===== config.mk =====
export PLATFORM = sky130hd
export DESIGN_NAME = pipe_sum_accumulator
export DESIGN_NICKNAME = d
export VERILOG_FILES = /design/src/rtl/pipe_sum_accumulator.sv
export SDC_FILE = /design/constraint.sdc
export NUM_CORES = 1
export LEC_CHECK = 0
export ABC_CLOCK_PERIOD_IN_PS = 5270
export CAP_MARGIN = 20
export CORE_MARGIN = 2
export CORE_UTILIZATION = 56
export CTS_CLUSTER_DIAMETER = 60
export DETAILED_ROUTE_END_ITERATION = 7
export PLACE_DENSITY = 0.86
export SLEW_MARGIN = 10
export SYNTH_ARGS = -nofsm -noshare
export SYNTH_HDL_FRONTEND = slang
export SYNTH_SLANG_ARGS = --single-unit

===== constraint.sdc =====
create_clock -name clk -period 5.27 [get_ports clk]
set_input_delay 0.527 -clock clk [delete_from_list [all_inputs] [get_ports clk]]
set_output_delay 0.527 -clock clk [all_outputs]
set_load 0.01 [all_outputs]

===== src/rtl/pipe_sum_accumulator.sv =====
// pipe_sum_accumulator: consumes sums from a 3-cycle pipelined adder and
// accumulates COUNT results into one batch total. The total is offered on a
// valid/ready output. Operand issue is throttled so that no in-flight sum is
// ever dropped.
// Optional build macro: ACC_SAT_EN. When defined, a carry out clamps the
// accumulator to all ones. When undefined, the accumulator wraps. ovf is set
// in both cases.
module pipe_sum_accumulator #(
  parameter int SUM_W   = 27,
  parameter int ACC_W   = 32,
  parameter int COUNT   = 8,
  parameter int LATENCY = 3
) (
  input  logic             clk,
  input  logic             reset,
  input  logic             op_valid,
  output logic             op_ready,
  input  logic [SUM_W-1:0] sum_in,
  output logic             out_valid,
  input  logic             out_ready,
  output logic [ACC_W-1:0] acc_out,
  output logic             ovf
);

  localparam int CNT_W = $clog2(COUNT + 1);
  localparam logic [CNT_W-1:0] LAST_C = CNT_W'(COUNT - 1);

  typedef enum logic {ACCUM, HOLD} state_t;

  state_t             state;
  logic [CNT_W-1:0]   iss_cnt;
  logic [CNT_W-1:0]   rcv_cnt;
  logic [LATENCY-1:0] vld_p;
  logic               issue;
  logic               sum_vld;
  logic [ACC_W:0]     acc_nxt;

  // Adds a zero-extended sum to the accumulator.
  // Bit ACC_W of the result carries the overflow indication.
  function automatic logic [ACC_W:0] acc_add(input logic [ACC_W-1:0] acc,
                                             input logic [SUM_W-1:0] s);
    logic [ACC_W:0] raw;
    raw = {1'b0, acc} + {1'b0, ACC_W'(s)};
`ifdef ACC_SAT_EN
    if (raw[ACC_W]) raw[ACC_W-1:0] = '1;
`endif
    return raw;
  endfunction

  assign issue   = op_valid & op_ready;
  assign sum_vld = vld_p[LATENCY-1];
  assign acc_nxt = acc_add(acc_out, sum_in);

  // Issue -> sum-valid delay line, batch FSM, counters and registered outputs
  always_ff @(posedge clk) begin
    if (reset) begin
      state     <= ACCUM;
      acc_out   <= '0;
      out_valid <= 1'b0;
      ovf       <= 1'b0;
      op_ready  <= 1'b1;
      iss_cnt   <= '0;
      rcv_cnt   <= '0;
      vld_p     <= '0;
    end else begin
      // delay-line stage boundary: issue in cycle t marks sum_in valid in t+LATENCY
      vld_p[0] <= issue;
      for (int i = 1; i < LATENCY; i++) vld_p[i] <= vld_p[i-1];

      case (state)
        ACCUM: begin
          if (issue) begin
            iss_cnt <= iss_cnt + CNT_W'(1);
            // The final issue of the batch closes the gate on the next cycle
            if (iss_cnt == LAST_C) op_ready <= 1'b0;
          end
          if (sum_vld) begin
            acc_out <= acc_nxt[ACC_W-1:0];
            if (acc_nxt[ACC_W]) ovf <= 1'b1;
            rcv_cnt <= rcv_cnt + CNT_W'(1);
            if (rcv_cnt == LAST_C) begin
              state     <= HOLD;
              out_valid <= 1'b1;
            end
          end
        end
        HOLD: begin
          if (out_ready) begin
            state     <= ACCUM;
            out_valid <= 1'b0;
            acc_out   <= '0;
            ovf       <= 1'b0;
            iss_cnt   <= '0;
            rcv_cnt   <= '0;
            op_ready  <= 1'b1;
          end
        end
        default: state <= ACCUM;
      endcase
    end
  end

  // Issue stops at COUNT, so a sum can never land while a total is held
  a_no_sum_in_hold: assert property (@(posedge clk) disable iff (reset)
                                     !(state == HOLD && sum_vld));

endmodule

==> impl_metrics.csv <==
group,metric,value,unit
drt,drt_first_pass_iters,4,
pwr,design_power_total,732,uW
synthesis,post_synth_num_cell_types,59,
drt,drt_iter0_markers,114,
worst_setup_path,critPathMaxFanout,4,
pwr,power.switching_fraction,28.1,%
synthesis,synth_area_per_cell,8.27,sq um
hold_path,hold_wc_path_type,"reg2reg",
die,dieWidth,80.3,um
worst_setup_path,source_of_the_worst_register_to_register_timing_path,"acc_out[0]",
clock_network,cts_htree_levels,2,
drt,drt.antenna.violating_nets,0,
synthesis,cells_taking_the_most_area_after_synthesis,"sky130_fd_sc_hd__dfxtp_1 (29%), sky130_fd_sc_hd__ha_1 (11%), sky130_fd_sc_hd__nand2_1 (6.2%), sky130_fd_sc_hd__a21oi_1 (5.8%), sky130_fd_sc_hd__o21ai_0 (3.8%)",
run,maxCapViolations,0,
hold_path,timing.hold.worst_path_depth,1,
worst_setup_path,endpoint_kind,"flip-flop",
grt,global_route.usage.total,24.6,%
sta,hold_slack,0.451,ns
clock_network,root_buffer,"sky130_fd_sc_hd__clkbuf_8",
clock_network,cts_tree,"yes",
worst_setup_path,crit_required,5.43,ns
die,start_util,58.5,%
grt,antenna_violations_before_repair,0,
pwr,static-leakage-power,1.70,nW
hold_path,hold_end,"vld_p[2]",
synthesis,ys_seq_elements,47,
clock_network,insertion_delay,0.30,ns
grt,vias_in_the_first_global_route,2834,
die,rows,27,
cells_and_area,flow.area_growth_from_synthesis,22.9,%
placement,dp.cells,518,
synthesis,yosys_warnings,0,
sta,highest_clock_rate,335,MHz
sta,timing_worst_slew_pin_value,0.856,ns
worst_setup_path,cp_data_arrival_time,3.14,ns
clock_network,post_cts_buffers,0,
outcome,run_status,"finished clean",
cells_and_area,share_of_final_layout_standard_cells_stronger_than_drive_strength_1,5.49,%
die,ios,66,
cells_and_area,antenna_cells,0,
pwr,power_density,183,nW/um^2
clock_network,cts_inserted_buffers,5,
cells_and_area,final_net_count,515,
worst_setup_path,critPathKind,"in2reg",
placement,detailed_place_hpwl,5690,um
synthesis,synth_largest_type_area_fraction,28.9,%
drt,detailroute.via_count,3055,
sta,final_period_minus_worst_setup_slack,2.99,ns
sta,drv_slew,0,
die,dieHeight,80.3,um
worst_setup_path,reg2reg_slack,2.61,ns
drt,post_drt_wl_per_cell,14.2,um
die,design.core.area,5570,sq um
sta,rsz0062_at_grt,"no",
grt,grt-ovfl-total,0,
synthesis,asyncSetResetFlopFracSynth,0,%
clock_network,ctsResizeCount,0,
synthesis,yosys_most_used_dff,"sky130_fd_sc_hd__dfxtp_1",
grt,grt_max_degree,24,
worst_setup_path,cp_top_family,"compound AO/OA/AOI/OAI gates",
pwr,comb_power_share,19.7,%
clock_network,cts-hold-fix-buffers,0,
cells_and_area,most_common_library_cell_in_the_layout_ignoring_fill_and_taps,"sky130_fd_sc_hd__clkdlybuf4s50_1",
worst_setup_path,crit_chain,"clkdlybuf4s50_1 -> ha_1 -> fa_1 -> a21o_1 -> a221oi_2 -> o22ai_1 -> a211o_1 -> a21oi_1 -> xor2_1 -> o21ai_0",
sta,hold_violations,0,
pwr,clkPwrFrac,29.8,%
synthesis,syn-cell-area,3260,sq um
pwr,pwr-share-seq,50.5,%
placement,gp_congestion,0.877,
worst_setup_path,reg2reg_depth,9,
sta,setup_total_negative_slack,0,ns
pwr,max-vdd-ir-drop,0.151,mV
clock_network,cts.reportedPaths.clkPinSlew,0.09,ns
grt,grt_pass1_wl,12600,um
cells_and_area,mostFrequentLayoutCells,"sky130_fd_sc_hd__clkdlybuf4s50_1 (65), sky130_fd_sc_hd__nand2_1 (54), sky130_fd_sc_hd__dfxtp_1 (47), sky130_fd_sc_hd__a21oi_1 (38), sky130_fd_sc_hd__nor2_1 (31)",
drt,drc_errors,0,
synthesis,netlist.top_cell.by_area,"sky130_fd_sc_hd__dfxtp_1",
placement,place.port_buffers,65,
drt,vias_per_cell,5.80,
synthesis,synthesis.instances,394,
pwr,cell_internal_pwr,526,uW
worst_setup_path,regToRegEndpoint,"acc_out[16]",
clock_network,cts_num_sinks,47,
pwr,switching_power,206,uW
hold_path,timing.hold.worst.start,"vld_p[1]",
worst_setup_path,cp_slowest_stage_delay,0.42,ns
worst_setup_path,path_buf_inv,1,
synthesis,synth_edf_count,0,
die,floorplan.die_area,6440,sq um
worst_setup_path,worstSetupStartpointType,"primary input",
synthesis,postSynthNetCount,455,
sta,post-route-period-util,56.7,%
sta,finalSetupViolations,0,
synthesis,yosysSeqAreaShare,28.9,%
worst_setup_path,crit_path_max_delay_cell_type,"sky130_fd_sc_hd__fa_1",
sta,final.setup_skew,0.00890,ns
cells_and_area,fin_cells,527,
clock_network,max-clock-path-buffers,2,
drt,wire_length_reported_by_the_detailed_router,7480,um
sta,headroom_to_the_max_slew_limit,43.0,%
registers in the layout (all words and copies together), names as in the netlist:
| signal | cells |
|---|---|
| rcv_cnt | 4 |
| vld_p | 3 |
| ovf | 1 |
| acc_out | 32 |
| op_ready | 1 |
| out_valid | 1 |
| iss_cnt | 4 |
| state | 1 |
worst register-to-register path: stages, from the launching register on:
cell and delay [ns]:
sky130_fd_sc_hd__dfxtp_1 0.33, sky130_fd_sc_hd__ha_1 0.22, sky130_fd_sc_hd__fa_1 0.42, sky130_fd_sc_hd__a21o_1 0.20, sky130_fd_sc_hd__a221oi_2 0.38, sky130_fd_sc_hd__o22ai_1 0.20
sky130_fd_sc_hd__a211o_1 0.33, sky130_fd_sc_hd__a21oi_1 0.18, sky130_fd_sc_hd__xor2_1 0.17, sky130_fd_sc_hd__o21ai_0 0.09
power groups by stage:
stage               clock network, mW  registers [mW]  logic, mW
floorplan                           0           0.379     0.0935
global placement                    0           0.378      0.140
detailed placement                  0           0.378      0.143
CTS                             0.223           0.370      0.144
global route                    0.238           0.371      0.160
finish                          0.218           0.370      0.144
cell families after synthesis:
family	count (synthesis)	synth area share (%)
AND/OR/NAND/NOR	138	20.1
AO/OA/AOI/OAI	128	27.1
flip-flops	47	28.9
adder cells (fa/ha/maj)	30	11.8
XOR/XNOR	24	6.45
buffers and inverters	20	3.57
multiplexers	7	2.15
layer usage:
metal / wire [um] / global-route usage (%) / part of all wire [%] / up-vias
met5: 0 / 0 / 0 / -
met4: 74 / 5.93 / 0.99 / 0
met3: 383 / 3.93 / 5.1 / 8
met2: 3590 / 42.8 / 48 / 78
met1: 3430 / 31.7 / 46 / 1417
li1: - / - / - / 1552
synthesized netlist by cell type (all sizes together), types with 2 or more instances:
master,instances
o22ai,2
xnor2,11
nand2,54
nor3,7
buf,2
or3,3
o211a,2
ha,29
and3,7
a21o,13
nor2b,6
a21oi,40
inv,6
and4,2
clkbuf,11
nand3,7
o211ai,4
dfxtp,47
xor2,13
nand2b,8
a22oi,7
a211o,2
o21a,5
nand3b,4
o21ai,31
o22a,3
mux2i,7
o21bai,4
o31ai,2
nor2,31
a211oi,3
nand4,6
a2111oi,2
per-stage QoR:
| step | util [%] | cell area [sq um] | worst slack, ns |
|---|---|---|---|
| after floorplan | - | 3260 | 2.67 |
| after global placement | 70.2 | 3910 | 2.10 |
| after detailed placement | 70.2 | 3910 | 2.02 |
| after CTS | 71.7 | 4000 | 2.34 |
| after global routing | 71.9 | 4010 | 2.14 |
| final | 71.9 | 4010 | 2.28 |
how the worst max path moves through the flow:
stage	startpoint	endpoint	slack, ns	cells past startpoint
2_1_floorplan	sum_in[0]	acc_out[16]	2.67	9
6_report	sum_in[0]	acc_out[16]	2.28	10
3_5_place_dp	sum_in[0]	acc_out[16]	2.02	10
3_3_place_gp	sum_in[0]	acc_out[16]	2.10	10
4_1_cts	sum_in[0]	acc_out[16]	2.34	10
5_1_grt	sum_in[0]	acc_out[16]	2.14	10
layout make-up:
cell class / instances / area, sq um
Multi-Input combinational cell: 327 / 2200
Fill cell: 477 / 1570
Sequential cell: 47 / 941
Timing Repair Buffer: 67 / 666
Tap cell: 72 / 90.1
Clock buffer: 6 / 72.6
Inverter: 6 / 22.5
Clock inverter: 2 / 12.5
Power figures use the tool's default switching activity.
